$ cat src/rtl/uart_tx_arbiter_pkg.sv
// Shared constants for the UART transmit arbiter: widths, FSM state codes
// and the owner-index width helper.
package uart_tx_arbiter_pkg;

  localparam int BYTE_W = 8;
  localparam int BIC_W  = 4;
  localparam logic [BIC_W-1:0] LAST_BIC_DEFAULT = 4'd9;

  typedef logic [1:0] state_t;

  localparam state_t ST_IDLE = 2'd0;
  localparam state_t ST_LOAD = 2'd1;
  localparam state_t ST_SEND = 2'd2;
  localparam state_t ST_GAP  = 2'd3;

  function automatic int owner_width(input int n);
    return (n > 1) ? $clog2(n) : 1;
  endfunction

endpackage

$ cat src/rtl/uart_tx_arbiter_rr_picker.sv
// Combinational round-robin picker: first set req bit at or above ptr,
// wrapping around past the top requester.
module rr_picker #(
  parameter int NREQ    = 2,
  parameter int OWNER_W = 1
) (
  input  logic [NREQ-1:0]    req,
  input  logic [OWNER_W-1:0] ptr,
  output logic               valid,
  output logic [OWNER_W-1:0] winner
);

  localparam logic [OWNER_W:0] NREQ_V = (OWNER_W+1)'(NREQ);

  logic [2*NREQ-1:0]  dbl;
  logic [NREQ-1:0]    rot;
  logic [OWNER_W-1:0] off;
  logic [OWNER_W:0]   sum;

  always_comb begin
    dbl = {req, req};
    // rot[k] is the requester k places above the pointer
    rot = dbl[ptr +: NREQ];
    off = '0;
    for (int k = NREQ - 1; k >= 0; k--) begin
      if (rot[k]) off = OWNER_W'(k);
    end
    sum    = {1'b0, ptr} + {1'b0, off};
    winner = (sum >= NREQ_V) ? OWNER_W'(sum - NREQ_V) : sum[OWNER_W-1:0];
    valid  = |req;
  end

endmodule

$ cat src/rtl/uart_tx_arbiter.sv
// Round-robin sharing of one UART serializer between NREQ byte requesters.
// Define UART_TX_ARBITER_TIMEOUT_EN to add the SEND-state watchdog (err).
module uart_tx_arbiter
  import uart_tx_arbiter_pkg::*;
#(
  parameter int NREQ = 2,
  parameter logic [BIC_W-1:0] LAST_BIC = LAST_BIC_DEFAULT,
  parameter int GAP_CYCLES = 2,
`ifdef UART_TX_ARBITER_TIMEOUT_EN
  parameter int TIMEOUT_CYCLES = 4096,
`endif
  localparam int OWNER_W = owner_width(NREQ)
) (
  input  logic                   clk,
  input  logic                   reset,
  input  logic [NREQ-1:0]        req,
  input  logic [BYTE_W*NREQ-1:0] req_data,
  output logic [NREQ-1:0]        grant,
  output logic [NREQ-1:0]        done,
  output logic [OWNER_W-1:0]     owner,
  output logic                   busy,
  output logic                   tx_load,
  output logic                   tx_transmit,
  output logic [BYTE_W-1:0]      tx_data,
  input  logic [BIC_W-1:0]       tx_bic,
  output logic                   err
);

  localparam int GAP_W = (GAP_CYCLES > 1) ? $clog2(GAP_CYCLES) : 1;
  localparam state_t AFTER_SEND = (GAP_CYCLES == 0) ? ST_IDLE : ST_GAP;

  state_t              state_reg;
  logic [OWNER_W-1:0]  ptr_reg;
  logic [OWNER_W-1:0]  owner_reg;
  logic [BYTE_W-1:0]   tx_data_reg;
  logic [NREQ-1:0]     done_reg;
  logic                seen_last_reg;
  logic [GAP_W-1:0]    gap_cnt_reg;

  logic                pick_valid;
  logic [OWNER_W-1:0]  pick_idx;
  logic [OWNER_W-1:0]  ptr_next;
  logic                complete;
  logic                expire;

  rr_picker #(
    .NREQ    (NREQ),
    .OWNER_W (OWNER_W)
  ) u_picker (
    .req    (req),
    .ptr    (ptr_reg),
    .valid  (pick_valid),
    .winner (pick_idx)
  );

  assign ptr_next = (owner_reg == OWNER_W'(NREQ - 1)) ? '0 : owner_reg + 1'b1;
  // seen_last only counts LAST_BIC observed inside SEND, so a stale count is harmless
  assign complete = (state_reg == ST_SEND) && seen_last_reg && (tx_bic != LAST_BIC);

`ifdef UART_TX_ARBITER_TIMEOUT_EN
  localparam int TO_W = $clog2(TIMEOUT_CYCLES + 1);

  logic [TO_W-1:0] to_cnt_reg;
  logic            err_reg;

  assign expire = (state_reg == ST_SEND) && !complete &&
                  (to_cnt_reg == TO_W'(TIMEOUT_CYCLES - 1));

  always_ff @(posedge clk) begin
    if (reset) begin
      to_cnt_reg <= '0;
      err_reg    <= 1'b0;
    end else begin
      err_reg    <= expire;
      to_cnt_reg <= (state_reg == ST_SEND) ? to_cnt_reg + 1'b1 : '0;
    end
  end

  assign err = err_reg;
`else
  assign expire = 1'b0;
  assign err    = 1'b0;
`endif

  always_ff @(posedge clk) begin
    if (reset) begin
      state_reg     <= ST_IDLE;
      ptr_reg       <= '0;
      owner_reg     <= '0;
      tx_data_reg   <= '0;
      done_reg      <= '0;
      seen_last_reg <= 1'b0;
      gap_cnt_reg   <= '0;
    end else begin
      done_reg <= '0;
      case (state_reg)
        ST_IDLE: begin
          if (pick_valid) begin
            owner_reg   <= pick_idx;
            tx_data_reg <= req_data[BYTE_W*pick_idx +: BYTE_W];
            state_reg   <= ST_LOAD;
          end
        end
        ST_LOAD: begin
          seen_last_reg <= 1'b0;
          state_reg     <= ST_SEND;
        end
        ST_SEND: begin
          if (tx_bic == LAST_BIC) seen_last_reg <= 1'b1;
          if (complete) begin
            done_reg[owner_reg] <= 1'b1;
            ptr_reg             <= ptr_next;
            gap_cnt_reg         <= '0;
            state_reg           <= AFTER_SEND;
          end else if (expire) begin
            ptr_reg     <= ptr_next;
            gap_cnt_reg <= '0;
            state_reg   <= AFTER_SEND;
          end
        end
        ST_GAP: begin
          if (gap_cnt_reg == GAP_W'(GAP_CYCLES - 1)) state_reg <= ST_IDLE;
          else gap_cnt_reg <= gap_cnt_reg + 1'b1;
        end
        default: state_reg <= ST_IDLE;
      endcase
    end
  end

  genvar gi;
  generate
    for (gi = 0; gi < NREQ; gi++) begin : g_grant
      assign grant[gi] = (state_reg == ST_LOAD) && (owner_reg == OWNER_W'(gi));
    end
  endgenerate

  assign done        = done_reg;
  assign owner       = owner_reg;
  assign tx_data     = tx_data_reg;
  assign busy        = (state_reg != ST_IDLE);
  assign tx_load     = (state_reg == ST_LOAD);
  assign tx_transmit = (state_reg == ST_SEND);

endmodule
$ cat config.mk
export PLATFORM = sky130hd
export DESIGN_NAME = uart_tx_arbiter
export DESIGN_NICKNAME = d
export VERILOG_FILES = /design/src/rtl/uart_tx_arbiter_pkg.sv /design/src/rtl/uart_tx_arbiter_rr_picker.sv /design/src/rtl/uart_tx_arbiter.sv
export SDC_FILE = /design/constraint.sdc
export NUM_CORES = 1
export LEC_CHECK = 0
export ABC_AREA = 1
export CELL_PAD_IN_SITES_DETAIL_PLACEMENT = 1
export CELL_PAD_IN_SITES_GLOBAL_PLACEMENT = 2
export CORE_UTILIZATION = 18
export CTS_CLUSTER_DIAMETER = 60
export DETAILED_ROUTE_END_ITERATION = 8
export PLACE_DENSITY = 0.84
export SYNTH_ARGS = -nofsm -noshare
export SYNTH_HDL_FRONTEND = slang
export SYNTH_SLANG_ARGS = --single-unit
$ cat constraint.sdc
create_clock -name clk -period 1.2 [get_ports clk]
set_input_delay 0.24 -clock clk [delete_from_list [all_inputs] [get_ports clk]]
set_output_delay 0.24 -clock clk [all_outputs]
set_load 0.005 [all_outputs]
; ---- Yosys cells after proc, flatten, opt, wreduce, memory -nomap -nowiden
; Index checks and enable logic that the tools add are counted.
[word_totals]
word_cells = 59
reg_bits = 16
[classes]
mux = 15
n_eq_ne = 9
reduce_logical = 16
bitwise = 3
n_addsub = 4
magnitude_cmp = 3
shift = 2
[ops]
columns = cell, count
row1 = $shiftx 16x5->8, 1
row2 = $mux 1, 8
row3 = $pmux 2 s4, 1
row4 = $reduce_and 2->1, 4
row5 = $mux 2, 3
row6 = $reduce_bool 2->1, 3
row7 = $logic_and 1x1->1, 5
row8 = $eq 2x2->1 const B, 2
row9 = $eq 4x4->1 const B, 1
row10 = $ne 2x1->1 const B, 2
row11 = $ne 2x2->1 const B, 2
row12 = $ne 4x4->1 const B, 1
row13 = $pmux 1 s2, 2
row14 = $shiftx 4x2->2, 1
row15 = $not 1->1, 3
row16 = $reduce_and 3->1, 1
row17 = $reduce_or 3->1, 1
row18 = $add 1x1->1 const B, 2
row19 = $add 1x1->2, 1
row20 = $eq 2x1->1 const B, 1
row21 = $ge 2x2->1 const B, 1
row22 = $logic_not 2->1, 1
row23 = $lt 1x2->1 const B, 1
row24 = $reduce_or 2->1, 1
row25 = 3 further kinds, 3

; ---- Logic depth before layout (Yosys ltp)
[depth]
word_depth = 7
mapped_depth = 9
depth_no_buf = 9

; ---- Hierarchy
; Synthesis repeated with hierarchy kept, for this count alone.
[unflattened]
hier_cells = 114
hier_area_um2 = 825.8
[by_module_without_submodules]
columns = module, cells_per_inst, area_per_inst_um2, instances, seq_area_each_um2
row1 = uart_tx_arbiter, 110, 807.0, 1, 320.3
row2 = rr_picker, 4, 18.8, 1, 0.0

; ---- Worst setup path after synthesis
; Ideal clock, no wire load.
[synth_path]
path_kind = register to register
start = reg state_reg[0]
end = reg state_reg[1]
slack_ns = -0.106
stages_incl_launch_ff = 9
t_required_ns = 1.085
arrival_time_ns = 1.191
path_cell_list = dfxtp_1 > inv_1 > ha_1 > nand2_1 > inv_1 > nand2_1 > nand2_1 > a21oi_1 > nor2_1
[synth_via]
elab_chain_cells = 5
elab_cells_between_ends = 11
classes_between = 6 x eq/ne / 1 x mux / 4 x reduce/logical
[synth_rtl]
columns = element, line
row1 = from (decl), uart_tx_arbiter.sv:32  ; state_t state_reg;
row2 = from (signal assigned), uart_tx_arbiter.sv:87  ; state_reg <= ST_IDLE;
row3 = from (signal assigned), uart_tx_arbiter.sv:101  ; state_reg <= ST_LOAD;
row4 = from (signal assigned), uart_tx_arbiter.sv:106  ; state_reg <= ST_SEND;
row5 = $eq 2x2->1 *, n/a
row6 = named net tx_transmit, uart_tx_arbiter.sv:23  ; output logic tx_transmit,
row7 = $logic_and 1x1->1 (2 in series), uart_tx_arbiter.sv:58  ; assign complete = (state_reg == ST_SEND) && seen_last_reg && (tx_bic != LAST_BIC);
row8 = $ne 2x1->1 (no line), n/a
row9 = $reduce_and 3->1 (no line), n/a
; The timed path passes the listed nets; every way through them passes the cells marked *.
; A chain may end at the register's enable or synchronous reset.

; ---- Worst setup path after layout
[layout_path]
start = reg state_reg[1]
end = out tx_load
[layout_via]
elab_chain_cells = 1
[layout_rtl]
columns = element, line
row1 = $eq 2x1->1, uart_tx_arbiter.sv:141  ; assign tx_load = (state_reg == ST_LOAD);
row2 = to (decl), uart_tx_arbiter.sv:22  ; output logic tx_load,
; No other way between the ends.

==> summary.md <==
| Metric | Value |
|---|---|
| Power Total | `0.00308 W` |
| Most used cell, CP | `buf_6` |
| Ports | `41` |
| Delay-heaviest family, CP | `buffers and inverters` |
| Ys async rst share | `0` |
| CTS tree | `yes` |
| GRT overflow | `0` |
| Post-route cell area | `1770 um2` |
| CTS Hold Buffers Added | `0` |
| Post-Syn Area | `878 um2` |
| Arrival time worst endpoint | `1.13 ns` |
| Die W | `71.9 um` |
| CTS root buf | `clkbuf_8` |
| Fmax achieved | `731 MHz` |
| Element type at the critical path end | `primary output` |
| Post-route DRC | `0` |
| Post-route clock period utilization | `1.14` |
| Syn Area/Cell | `6.81 um2` |
| GPL Wtd Cong | `0.745` |
| Gate power share | `0.582` |
| Critical path peak fanout | `3` |
| Synth cell count leaders | `28 x nand2_1, 21 x nor2_1, 19 x nand3_1, 18 x inv_1, 16 x dfxtp_1` |
| Met1 wire length | `1.23 mm` |
| Startpoint Class | `flip-flop` |
| Worst endpoint required time | `0.96 ns` |
| Maximum vdd drop | `0.582 mV` |
| Switching share of power | `0.357` |
| CP Depth | `5` |
| Placed Area | `1520 um2` |
| Initial antenna violation count | `0` |
| Failing checks | `setup timing` |
| WL met3 | `129 um` |
| Ratio of cells with drive above 1 in the final layout | `0.379` |
| Gr usage total | `0.115` |
| Core ar. | `4720 um2` |
| Syn Inst Count | `129` |
| Final hold violations | `0` |
| Die area | `5160 um2` |
| RSZ-0062 raised after global routing | `yes` |
| Vias | `1,019` |
| Final nets | `225` |
| WHS Path Cells | `2` |
| Worst path cell trace | `inv_2, buf_6, ha_4, buf_6, buf_6` |
| Synth unique cells | `22` |
| Synthesized flop and latch total | `16` |
| Vias in the first global route | `1,017` |
| Final Skew | `0.00465 ns` |
| Post-synth top area cell | `dfxtp_1` |
| Crit-path max cell delay | `0.35 ns` |
| Pin count of the biggest net entering global routing | `19` |
| Critical path buffer and inverter count | `4` |
| Status | `finished, violations left` |
| Worst-path clk slew | `0.06 ns` |
| Setup ws final | `-0.168 ns` |
| P&R area growth vs syn | `102%` |
| Htree depth | `1` |
| Iteration count of the initial detailed-routing pass | `3` |
| Largest register FFs | `8` |
| Minimum clock period | `1.37 ns` |
| Setup slack, reg-to-reg | `-0.12 ns` |
| Sequential area share after synthesis | `0.365` |
| Synth warn | `0` |
| WL met2 | `1.43 mm` |
| Clk_lat worst skew | `0.25 ns` |
| Worst flop-to-flop path endpoint | `tx_data[5]$_SDFFE_PP0P_` |
| Slew Viols, Final | `0` |
| Main area contributors after synthesis | `dfxtp_1 36%, nand2_1 12%, nand3_1 11%, nor2_1 9.0%, inv_1 7.7%` |
| Final hold slack | `0.484 ns` |
| Hold Crit Class | `reg2reg` |
| Top-area cell type share of the netlist area | `0.365` |
| Deepest clock path buffer count | `2` |
| Hold_sp | `seen_last_reg$_SDFFE_PP0P_` |
| Diode count | `0` |
| IO Port Bufs | `39` |
| Final setup viols | `18` |
| CTS Buf Count | `3` |
| DP HPWL | `2.01 mm` |
| Static leakage | `0.848 nW` |
| Vias per std cell | `3.89` |
| Post-route ant nets | `0` |
| Power density over cell area | `1740 nW/um2` |
| Worst R2R Start | `state_reg[1]$_SDFFE_PP0P_` |
| Max_cap viols | `0` |
| Most frequent cell after synthesis | `nand2_1` |
| Num rows | `25` |
| CP Class | `reg2out` |
| Final WL | `2.81 mm` |
| Routed length per instance | `10.7 um` |
| FF-to-FF path depth | `11` |
| Post-synth EDFFs | `0` |
| Internal Pwr Total | `0.00198 W` |
| Synth Net Count | `158` |
| Min-Delay Endpoint | `seen_last_reg$_SDFFE_PP0P_` |
| Critical path's slowest cell | `dfxtp_2` |
| Chip height | `71.9 um` |
| Max layer used | `met4` |
| Initial Util | `0.186` |
| Switching power total | `0.00110 W` |
| Reg power frac | `0.259` |
| Top_reg_cell synth | `dfxtp_1` |
| DR iter-0 viols | `11` |
| Clk pwr share | `0.159` |
| Clock sink count | `16` |
| First-pass GRT wire length | `4.60 mm` |
| Setup TNS | `-1.80 ns` |
[cells in the final DEF (no fill, tap or decap)]
| master | instances |
|---|---|
| nor2_2 | 1 |
| o31ai_2 | 1 |
| o21ai_2 | 2 |
| nand2_4 | 3 |
| nand3_1 | 18 |
| ha_4 | 5 |
| a21oi_1 | 3 |
| nand2_1 | 23 |
| inv_4 | 3 |
| buf_2 | 2 |
| nand3_2 | 1 |
| inv_2 | 5 |
| conb_1 | 1 |
| dfxtp_1 | 10 |
| inv_1 | 12 |
| buf_4 | 16 |
| clkbuf_8 | 4 |
| a21oi_4 | 1 |
| buf_6 | 11 |
| nor2_1 | 20 |
| dfxtp_2 | 6 |
| dlygate4sd2_1 | 11 |
| clkdlybuf4s50_1 | 23 |
| nor2_4 | 2 |
| a21oi_2 | 2 |
| nand2_2 | 4 |
| o21ai_4 | 1 |
| nor3b_2 | 1 |
| buf_12 | 2 |
| nor3_4 | 1 |
[tightest hold or removal path: stages, from the launching register on]
cell and delay [ns]:
dfxtp_1 0.33, o21ai_2 0.06, a21oi_1 0.05
[per-layer routing]
layer  vias up  track usage
met4         0       0.0392
met1       456        0.143
met2        32        0.200
met3         2       0.0169
met5         -            0
li1        529            -
[what timing repair did]
| item | CTS | global route |
|---|---|---|
| resized for setup | 66 | 15 |
| setup endpoints to repair | 30 | 21 |
| pin swaps | 6 | 10 |
| setup buffers | 3 | 4 |
[stage by stage]
step / std cells / utilization / setup slack [ns]
2_1_floorplan: 129 / - / 0.00469
3_3_place_gp: 253 / 0.321 / -0.294
3_5_place_dp: 253 / 0.321 / -0.298
4_1_cts: 260 / 0.358 / -0.143
5_1_grt: 262 / 0.375 / -0.228
6_report: 262 / 0.375 / -0.168
[area by class of cell]
type | instances | area (um2)
inverters | 20 | 82.6
clock buffers | 4 | 55.1
repair buffers | 65 | 621
flip-flops and latches | 16 | 328
multi-input cells | 90 | 602
well taps | 67 | 83.8
fillers | 567 | 2950
[cells by family (layout without fill, tap and decap cells)]
| logic type | Yosys count | in the layout | share of synthesized area |
|---|---|---|---|
| AOI/OAI and AO/OA | 10 | 10 | 0.0769 |
| other | 1 | 1 | 0.00427 |
| and+or+nand+nor | 74 | 74 | 0.372 |
| buffers and inverters | 23 | 89 | 0.111 |
| adders and majority gates | 5 | 5 | 0.0712 |
| DFF | 16 | 16 | 0.365 |
[worst max path at each step]
stage	to	start	slack, ns
finish	tx_load	state_reg[1]$_SDFFE_PP0P_	-0.17
floorplan	tx_data[3]$_SDFFE_PP0P_	state_reg[0]$_SDFFE_PP0P_	0.005
detailed placement	state_reg[1]$_SDFFE_PP0P_	req[0]	-0.30
CTS	busy	state_reg[1]$_SDFFE_PP0P_	-0.14
global route	tx_data[2]$_SDFFE_PP0P_	state_reg[1]$_SDFFE_PP0P_	-0.23
global placement	state_reg[1]$_SDFFE_PP0P_	req[0]	-0.29
[power groups by stage]
| stage | combinational, W | sequential [W] | clock (W) |
|---|---|---|---|
| after global routing | 0.00199 | 0.000821 | 0.000530 |
| after floorplan | 0.000608 | 0.000796 | 0 |
| final | 0.00179 | 0.000799 | 0.000489 |
| after detailed placement | 0.00147 | 0.000790 | 0 |
| after CTS | 0.00166 | 0.000794 | 0.000513 |
| after global placement | 0.00145 | 0.000788 | 0 |
Note: power is estimated with default switching activity, not from simulation.
